==> config.mk <==
export PLATFORM = sky130hd
export DESIGN_NAME = gth_tx_scheduler
export DESIGN_NICKNAME = d
export VERILOG_FILES = /design/src/rtl/gth_tx_scheduler.sv
export SDC_FILE = /design/constraint.sdc
export NUM_CORES = 1
export LEC_CHECK = 0
export CORE_MARGIN = 2
export CORE_UTILIZATION = 30
export CTS_BUF_LIST = sky130_fd_sc_hd__clkbuf_8
export DETAILED_ROUTE_END_ITERATION = 16
export SKIP_LAST_GASP = 1
export SYNTH_ARGS = -nofsm -noshare
export SYNTH_HDL_FRONTEND = slang
export SYNTH_SLANG_ARGS = --single-unit
==> constraint.sdc <==
create_clock -name ref_clk -period 3 [get_ports ref_clk]
set_clock_uncertainty 0.15 [all_clocks]
set_input_delay 0.75 -clock ref_clk [delete_from_list [all_inputs] [get_ports ref_clk]]
set_output_delay 0.75 -clock ref_clk [all_outputs]
set_load 0.005 [all_outputs]
==> src/rtl/gth_tx_scheduler.sv <==
// Two-channel scheduler feeding the 80-bit GTH TX word: DATA/IDLE/ALIGN framing with periodic ALIGN insertion.
// Define GTH_TX_SCHED_STATS_EN to add saturating DATA/ALIGN word counters.
module gth_tx_scheduler #(
  parameter int unsigned ALIGN_PERIOD = 256,
  parameter logic [7:0]  SYNC_DATA    = 8'hA5,
  parameter logic [7:0]  SYNC_IDLE    = 8'h1C,
  parameter logic [7:0]  SYNC_ALIGN   = 8'hBC
) (
  input  logic        ref_clk,
  input  logic        reset,
  input  logic        link_en,
  input  logic [63:0] p0_data,
  input  logic        p0_valid,
  output logic        p0_ready,
  input  logic [63:0] p1_data,
  input  logic        p1_valid,
  output logic        p1_ready,
  output logic [79:0] GTH_DATA,
  output logic        link_up
`ifdef GTH_TX_SCHED_STATS_EN
  ,
  output logic [31:0] stat_p0_cnt,
  output logic [31:0] stat_p1_cnt,
  output logic [31:0] stat_align_cnt
`endif
);

  localparam logic [79:0] IDLE_WORD  = {SYNC_IDLE, 8'h00, 64'h0};
  localparam logic [79:0] ALIGN_WORD = {SYNC_ALIGN, 8'h00, 64'h5555_5555_5555_5555};
  localparam logic [15:0] ALIGN_LAST = 16'(ALIGN_PERIOD - 1);

  typedef enum logic [1:0] {DOWN, START, RUN} state_t;

  state_t      state;
  logic [15:0] align_cnt;
  logic [6:0]  seq0;
  logic [6:0]  seq1;
  logic        last_grant;
  logic        slot_open;
  logic        grant0;
  logic        grant1;

  function automatic logic [79:0] data_word(input logic ch, input logic [6:0] seq,
                                            input logic [63:0] payload);
    return {SYNC_DATA, ch, seq, payload};
  endfunction

`ifdef GTH_TX_SCHED_STATS_EN
  function automatic logic [31:0] sat_inc(input logic [31:0] cnt);
    return (cnt == 32'hFFFF_FFFF) ? cnt : cnt + 32'd1;
  endfunction
`endif

  // Readies are combinational so the source sees the grant in the cycle it is taken.
  assign slot_open = !reset && link_en && (state == RUN) && (align_cnt != ALIGN_LAST);
  assign grant0    = slot_open && p0_valid && (!p1_valid || last_grant);
  assign grant1    = slot_open && p1_valid && (!p0_valid || !last_grant);
  assign p0_ready  = grant0;
  assign p1_ready  = grant1;

  // Output stage: word, link status and all control state update together.
  always_ff @(posedge ref_clk) begin
    if (reset) begin
      state      <= DOWN;
      GTH_DATA   <= IDLE_WORD;
      link_up    <= 1'b0;
      align_cnt  <= 16'd0;
      seq0       <= 7'd0;
      seq1       <= 7'd0;
      last_grant <= 1'b1;
`ifdef GTH_TX_SCHED_STATS_EN
      stat_p0_cnt    <= 32'd0;
      stat_p1_cnt    <= 32'd0;
      stat_align_cnt <= 32'd0;
`endif
    end else begin
      case (state)
        DOWN: begin
          GTH_DATA  <= IDLE_WORD;
          link_up   <= 1'b0;
          align_cnt <= 16'd0;
          if (link_en) state <= START;
        end
        START: begin
          GTH_DATA  <= ALIGN_WORD;
          align_cnt <= 16'd1;
          link_up   <= 1'b1;
          state     <= RUN;
`ifdef GTH_TX_SCHED_STATS_EN
          stat_align_cnt <= sat_inc(stat_align_cnt);
`endif
        end
        RUN: begin
          if (!link_en) begin
            GTH_DATA  <= IDLE_WORD;
            link_up   <= 1'b0;
            align_cnt <= 16'd0;
            state     <= DOWN;
          end else if (align_cnt == ALIGN_LAST) begin
            GTH_DATA  <= ALIGN_WORD;
            align_cnt <= 16'd0;
`ifdef GTH_TX_SCHED_STATS_EN
            stat_align_cnt <= sat_inc(stat_align_cnt);
`endif
          end else begin
            align_cnt <= align_cnt + 16'd1;
            if (grant0) begin
              GTH_DATA   <= data_word(1'b0, seq0, p0_data);
              seq0       <= seq0 + 7'd1;
              last_grant <= 1'b0;
`ifdef GTH_TX_SCHED_STATS_EN
              stat_p0_cnt <= sat_inc(stat_p0_cnt);
`endif
            end else if (grant1) begin
              GTH_DATA   <= data_word(1'b1, seq1, p1_data);
              seq1       <= seq1 + 7'd1;
              last_grant <= 1'b1;
`ifdef GTH_TX_SCHED_STATS_EN
              stat_p1_cnt <= sat_inc(stat_p1_cnt);
`endif
            end else begin
              GTH_DATA <= IDLE_WORD;
            end
          end
        end
        default: begin
          GTH_DATA <= IDLE_WORD;
          link_up  <= 1'b0;
          state    <= DOWN;
        end
      endcase
    end
  end

endmodule

# Word-level counts from Yosys, hierarchy flattened
# Index checks and enable logic that the tools add are counted.
[op_classes] reduce_logical=20 addsub=3 bitwise=2 n_eq_ne=6 mux=15
[ops] op="two-way mux 80 bit" count=4
[ops] op="one-hot mux 80 bit (2 select lines)" count=1
[ops] op="one-hot mux 16 bit (3 select lines)" count=1
[ops] op="two-way mux 16 bit" count=2
[ops] op="adder 16 x 1 -> 16 bit (second input constant)" count=1
[ops] op="equality test 16 x 8 -> 1 bit (second input constant)" count=1
[ops] op="!= test 16 x 8 -> 1 bit (second input constant)" count=1
[ops] op="adder 7 x 1 -> 7 bit (second input constant)" count=2
[ops] op="AND reduction 4 bit" count=2
[ops] op="logical AND 1 bit" count=7
[ops] op="one-hot mux 2 bit (3 select lines)" count=1
[ops] op="AND reduction 5 bit" count=1
[ops] op="zero test 1 bit" count=4
[ops] op="two-way mux 2 bit" count=2
[ops] op="!= test 2 bit (second input constant)" count=2
[ops] op="two-way mux 1 bit" count=3
[ops] op="nonzero test 3 bit" count=1
[ops] op="equality test 2 x 1 -> 1 bit (second input constant)" count=1
[ops] op="equality test 2 bit (second input constant)" count=1
[ops] op="zero test 2 bit" count=1
[ops] op="logical OR 1 bit" count=2
[ops] op="NOT 1 bit" count=2
[ops] op="one-hot mux 1 bit (2 select lines)" count=1
[ops] op="AND reduction 2 bit" count=1
[ops] op="nonzero test 2 bit" count=1
[word_totals] out_inout_bits=83 inputBits=133 reg_bits=114

# Depth between registers and ports, before layout
# Gate-level depths: netlist of run 1.
[logic_depth] depth_word=11 ltp_mapped=8

# Worst setup path after synthesis of run 1
# OpenSTA, ideal clock, no wires.
[synth_path] path_kind="flip-flop to output port" start="register align_cnt[13]" end="output port p0_ready" path_slack_ns=0.416 stages_incl_launch_ff=6 path_buffers=1 required_ns=2.100 arrival_time_ns=1.684 path_cell_list="dfxtp_1 -> or4_4 -> or4_4 -> buf_6 -> nand2_1 -> inv_1"
[synth_via] elab_chain_cells=4
[synth_rtl] item="start, declared" line="35" text="logic [15:0] align_cnt;"
[synth_rtl] item="start signal, assigned" line="106" text="align_cnt <= align_cnt + 16'd1;"
[synth_rtl] item="!= test 16 x 8 -> 1 bit" line="55" text="assign slot_open = !reset && link_en && (state == RUN) && (align_cnt != ALIGN_LAST);"
[synth_rtl] item="logical AND 1 bit" line="55"
[synth_rtl] item="logical AND 1 bit (2 in a row)" line="56" text="assign grant0 = slot_open && p0_valid && (!p1_valid || last_grant);"
[synth_rtl] item="end, declared" line="14" text="output logic p0_ready,"
# No other way between the ends.

# Worst setup path in the final report of run 1
# Ends and elaborated chain as after synthesis.

==> run metrics, run 1 <==
total leakage power=0.00248 uW; Setup Viol. Count Final=0; Chip Width=126 microns; RSZ-0062 raised after global routing=true; max cap viols=0; Worst Min Path Start=link_up$_SDFFE_PP0N_; FF-to-FF setup slack=0.16 ns; routed vias=4558; Syn-to-layout area delta=60.7%; R2R Path End=GTH_DATA[18]$_SDFF_PP0_; input/output buffers=212; top post-synthesis cells by area=dfxtp_1, nand3_1, a221o_1; vias in the first global route=4463; final worst-path cycle share=98.5%; CP Class=register to output port; sequential group share of total power=48.9%; Pre-antenna DRT Iters=7; internal power=2400 uW; die area=15800 sq um; Post-synth ARST share=0%; number of synthesized flops with an enable pin=0; sequential-to-total area share from yosys stat=49.0%; post-route ant nets=0; Starting Density=30.7%; worst hold slack=0.315 ns; gr usage total=18.6%; critical path endpoint category=output port; final hold vios=0; largest net degree at the start of global routing=52; first-pass GRT wire length=23.5 mm; Placer Congestion=0.825; post-synthesis cell count=484; min Tclk post-route=2.96 ns; synthesis-stage register bit count=109; Hold/Removal Path Class=register to register; layout cells sized above 1=10.4%; worst r2r path cells=6; Final Slew Violations=0; Multi-input gate area=2050 sq um; H-tree depth=3; dpl hpwl=10.7 mm; Routed WL=15.0 mm; initial antenna violation count=0; startpoint of the worst-slack reg-to-reg timing path=align_cnt[13]$_SDFFE_PP0P_; Yosys cell types=43; worst-path cell chain=or4_4 > or4_4 > nand2_4 > inv_2 > buf_2; Root Driver=clkbuf_8; critical path's largest stage delay=0.58 ns; CTS tree=built; placed cell count=869; fin util=49.3%; worst skew pair latency=0.39 ns; # DRC=0; Crit-path slowest cell=or4_4; Fmax=0.338 GHz; die span in y=126 microns; pwr dens=438 nW/um^2; worst-margin pin slew=0.569 ns; Num Clock Sinks=109; Hold EP=link_up$_SDFFE_PP0N_; Hold-fix buffers, CTS=0; CTS Buf Count=9; Switching Share=23.6%; post-place setup slack=-0.213 ns; mean cell area of the mapped netlist=9.21 sq um; Setup WS post-layout=0.0448 ns; WP data required=2.10 ns; Clock Power Share=34.1%; VDD IR max=0.236 mV; most used cell, CP=or4_4; Logic pwr share=17.0%; sw power=741 uW; via density per instance=5.14; CORE AREA=14500 sq um; critical path peak fanout=2; WP data arrival=2.06 ns; Fill cells=1374; maximum root-to-sink buffer count=2; Post-Syn Area=4460 sq um; sequential cell area=2180 sq um; IO Pins=216; status=complete, no violations; DRT iter0 DRCs=213; Nets=839; type of origin of the critical path=register; cell taking the most area after synthesis=dfxtp_1; grt ovf=0; fin cells=887; Hold Path Cell Cnt=2; max_slew headroom=62.1%; clk slew on worst S/H paths=0.10 ns; Rows=44; Most used DFF post-synth=dfxtp_1; Synth top area share=49.0%; post-DR wirelength/cell=16.9 microns; Antenna diodes=0; Yosys warnings=0
## cell usage in the layout (no fill, tap or decap), types with 8 or more instances in the layout
cell type,synthesis,final
clkdlybuf4s50_1,0,210
clkbuf_8,0,9
a221o_1,32,32
nor2_1,32,30
xnor2_1,9,9
nand3_1,87,87
nand2_1,15,14
inv_1,8,8
nor4_1,11,11
dfxtp_1,109,107
ha_1,8,8
buf_4,5,31
nor2b_1,10,10
a21oi_1,47,47
o21ai_0,8,8
## worst max-delay path, delay by kind of cell (launching register included)
kind                   cells  cell delay [ns]
buffers and inverters      2             0.16
flip-flops                 1             0.32
AND/OR/NAND/NOR            3             1.19
## power by group through the flow
stage | Sequential [uW] | Clock (uW) | Combinational (uW)
floorplan | 1570 | 0 | 172
global placement | 1570 | 0 | 526
detailed placement | 1570 | 0 | 533
CTS | 1540 | 1110 | 538
global route | 1540 | 1150 | 573
finish | 1530 | 1070 | 534
## repair_timing
action                                  CTS  global route
gates cloned                              0             0
endpoints found under the hold margin     0             0
resized for setup                        15             1
endpoints found under the setup margin    2             2
pin swaps                                 3             2
buffers inserted                          2             0
## state kept, by name, summed over array words and instances, names as in the netlist
name	flops
GTH_DATA	75
seq0	7
link_up	1
state	2
align_cnt	16
last_grant	1
seq1	7
## cell usage after synthesis, drive strengths merged (6+ instances only)
| cell type | count |
|---|---|
| o21ai | 9 |
| nand3 | 87 |
| nand2 | 15 |
| a21oi | 47 |
| a221o | 32 |
| nand4 | 6 |
| nand2b | 6 |
| dfxtp | 109 |
| ha | 8 |
| xnor2 | 9 |
| inv | 8 |
| nor2b | 10 |
| nor2 | 32 |
| clkbuf | 29 |
| buf | 16 |
| nor4 | 11 |
| nor3 | 7 |
## logic make-up after synthesis
group / after synthesis / share of synthesized area [%]
AO/OA/AOI/OAI: 102 / 16.4
XOR/XNOR: 13 / 2.56
adder cells (fa/ha/maj): 8 / 2.25
buffers and inverters: 53 / 5.84
flip-flops: 109 / 49.0
multiplexers: 9 / 2.16
other: 2 / 0.169
AND/OR/NAND/NOR: 188 / 21.7
## cell type report
type                       count  share of cell area [%]
sequential                   109                    30.5
clock inverter                 7                    1.61
multi-input combinational    323                    28.7
inverter                       8                   0.419
clock buffer                   9                    1.73
tap                          184                    3.21
timing repair buffer         247                    33.9
## per-layer routing
layer	routed length, microns	part of all wire, %	GRT usage [%]
met4	464	3.1	7.89
met5	0	0	0
met3	970	6.5	4.67
met1	6090	41	21.9
met2	7490	50	32.3
## through the flow
step	instance area [sq um]	power [uW]	TNS, ns
2_1_floorplan	4460	1740	0
3_3_place_gp	6890	2090	-0.395
3_5_place_dp	6890	2100	-0.377
6_report	7160	3140	0
5_1_grt	7160	3270	-0.0264
4_1_cts	7170	3180	0
## worst max-delay path by stage
stage,start,end,slack [ns],depth (start not counted)
final,align_cnt[13]$_SDFFE_PP0P_,p0_ready,0.04,5
after floorplan,align_cnt[13]$_SDFFE_PP0P_,p0_ready,0.42,5
after global routing,align_cnt[13]$_SDFFE_PP0P_,p0_ready,-0.03,5
after CTS,align_cnt[13]$_SDFFE_PP0P_,p1_ready,0.005,5
after global placement,link_en,p0_ready,-0.22,7
after detailed placement,link_en,p0_ready,-0.21,7
Note: power is estimated with default switching activity, not from simulation.
==> inputs of run 2 (changes only) <==
--- a/config.mk
+++ b/config.mk
@@ -5,6 +5,7 @@
 export SDC_FILE = /design/constraint.sdc
 export NUM_CORES = 1
 export LEC_CHECK = 0
+export CAP_MARGIN = 20
 export CORE_MARGIN = 2
 export CORE_UTILIZATION = 30
 export CTS_BUF_LIST = sky130_fd_sc_hd__clkbuf_8
==> results of run 2 <==
Final layout, timing and power as in run 1 (identical DEF).
==> inputs of run 3 (changes only) <==
--- a/config.mk
+++ b/config.mk
@@ -10,6 +10,7 @@
 export CORE_UTILIZATION = 30
 export CTS_BUF_LIST = sky130_fd_sc_hd__clkbuf_8
 export DETAILED_ROUTE_END_ITERATION = 16
+export RECOVER_POWER = 50
 export SKIP_LAST_GASP = 1
 export SYNTH_ARGS = -nofsm -noshare
 export SYNTH_HDL_FRONTEND = slang
==> constraint.sdc (replaced) <==
create_clock -name ref_clk -period 2.4 [get_ports ref_clk]
set_clock_uncertainty 0.15 [all_clocks]
set_input_delay 0.6 -clock ref_clk [delete_from_list [all_inputs] [get_ports ref_clk]]
set_output_delay 0.6 -clock ref_clk [all_outputs]
set_load 0.005 [all_outputs]
==> run metrics, run 3 (synthesis gave the netlist of run 1 again) <==
final worst-path cycle share=117%; WP data required=2.60 ns; total leakage power=0.00295 uW; die span in y=126 microns; Root Driver=clkbuf_8; critical path peak fanout=8; routed vias=4847; setup_tns=-29.69 ns; IO Pins=216; dpl hpwl=10.7 mm; status=complete, but fails checks; WP buf/inv=7; worst skew pair latency=0.40 ns; final hold vios=0; Num Clock Sinks=109; Crit-path slowest cell=or4_4; Syn-to-layout area delta=76.0%; failing checks=setup timing; H-tree depth=3; Hold-fix buffers, CTS=0; min Tclk post-route=2.81 ns; CP Class=register to register; input/output buffers=212; Final Slew Violations=0; CORE AREA=14500 sq um; die area=15800 sq um; worst-path cell chain=or4_4 > or4_4 > buf_4 > buf_6 > buf_6 > buf_16 > buf_6 > o21ai_4 > buf_6 > buf_16 > a221o_1; worst-margin pin slew=0.617 ns; Fill cells=1280; critical path endpoint category=register; VDD IR max=0.340 mV; Nets=881; largest registers=GTH_DATA (75), align_cnt (16); commonest non-fill, non-tap cell in the layout=clkdlybuf4s50_1; max reg flops=75; Setup WS post-layout=-0.414 ns; gr usage total=20.8%; pwr dens=476 nW/um^2; Pre-antenna DRT Iters=5; RSZ-0062 raised after global routing=true; # DRC=0; WP data arrival=3.02 ns; critical path's largest stage delay=0.58 ns; CTS tree=built; via density per instance=5.21; clk slew on worst S/H paths=0.11 ns; Placer Congestion=0.835; CTS Buf Count=9; Rows=44; Setup Viol. Count Final=96; DRT iter0 DRCs=310; most used cell, CP=buf_6; Routed WL=17.1 mm; initial antenna violation count=1; max_slew headroom=58.7%; fin util=54.0%; post-DR wirelength/cell=18.4 microns; largest net degree at the start of global routing=45; type of origin of the critical path=register; layout cells sized above 1=17.2%; Hold/Removal Path Class=register to register; post-route ant nets=0; Chip Width=126 microns; maximum root-to-sink buffer count=2; max cap viols=0; Fmax=0.355 GHz; first-pass GRT wire length=25.9 mm; vias in the first global route=4772; Biggest register=GTH_DATA; commonest cells after routing, fill and taps aside=clkdlybuf4s50_1, dfxtp_1, nand3_1; Starting Density=30.7%; delay-heaviest family, CP=simple AND/OR/NAND/NOR gates; grt ovf=0
-- run 3: cell count changes in the layout (fill, tap and decap cells not counted), sizes merged --
cell	before	now
and3	3	5
buf	37	74
bufinv	3	0
clkbuf	9	13
clkdlybuf4s50	210	166
clkinv	2	4
clkinvlp	1	0
diode	0	1
dlygate4sd3	0	44
inv	9	10
-- run 3: what timing repair did --
action / in CTS / in global routing
buffers inserted: 16 / 0
resized for setup: 57 / 6
setup endpoints to repair: 89 / 94
pin swaps: 9 / 2
gates cloned: 13 / 3
-- run 3: metrics by stage --
step	cell area [sq um]	instances	hold slack, ns	power (uW)	setup WS [ns]
after floorplan	4470	485	0.298	2180	-0.119
after global placement	7010	882	0.318	2640	-0.502
after detailed placement	7010	882	0.324	2650	-0.526
after CTS	7770	927	0.341	3800	-0.450
after global routing	7840	930	0.371	3900	-0.477
final	7840	930	0.334	3730	-0.414
-- run 3: report_power, final --
group | internal [uW] | switching, uW
Sequential | 1880 | 25.4
Clock | 414 | 665
Combinational | 463 | 284
Total | 2760 | 974
-- run 3: layout make-up --
cell class	instances	area (sq um)	share of cell area [%]
inverter	8	30.0	0.383
clock inverter	6	45.0	0.574
tap	184	230	2.94
sequential	109	2180	27.9
clock buffer	10	138	1.76
multi-input combinational	325	2170	27.7
timing repair buffer	287	3040	38.7
antenna	1	2.50	0.0319
-- run 3: worst paths after layout --
| kind | startpoint | endpoint | slack [ns] | depth (start not counted) |
|---|---|---|---|---|
| worst max-delay path | align_cnt[8]$_SDFFE_PP0P_ | GTH_DATA[62]$_SDFF_PP0_ | -0.41 | 11 |
| worst min-delay path | link_up$_SDFFE_PP0N_ | link_up$_SDFFE_PP0N_ | 0.33 | 2 |
| worst min register to register | link_up$_SDFFE_PP0N_ | link_up$_SDFFE_PP0N_ | 0.33 | 2 |
| worst max register to register | align_cnt[8]$_SDFFE_PP0P_ | GTH_DATA[62]$_SDFF_PP0_ | -0.41 | 11 |
-- run 3: per-layer routing --
layer	track usage [%]	wire (microns)	share of wire, %
met1	23.8	6940	40
met2	36.7	8470	49
met5	0	0	0
met4	7.24	464	2.7
met3	6.33	1260	7.4
-- run 3: worst reg2reg max path, stage by stage, from the launching register on --
cell and delay [ns]:
dfxtp_2 0.33, or4_4 0.53, or4_4 0.58, buf_4 0.16, buf_6 0.11, buf_6 0.12
buf_16 0.13, buf_6 0.12, o21ai_4 0.20, buf_6 0.14, buf_16 0.12, a221o_1 0.11
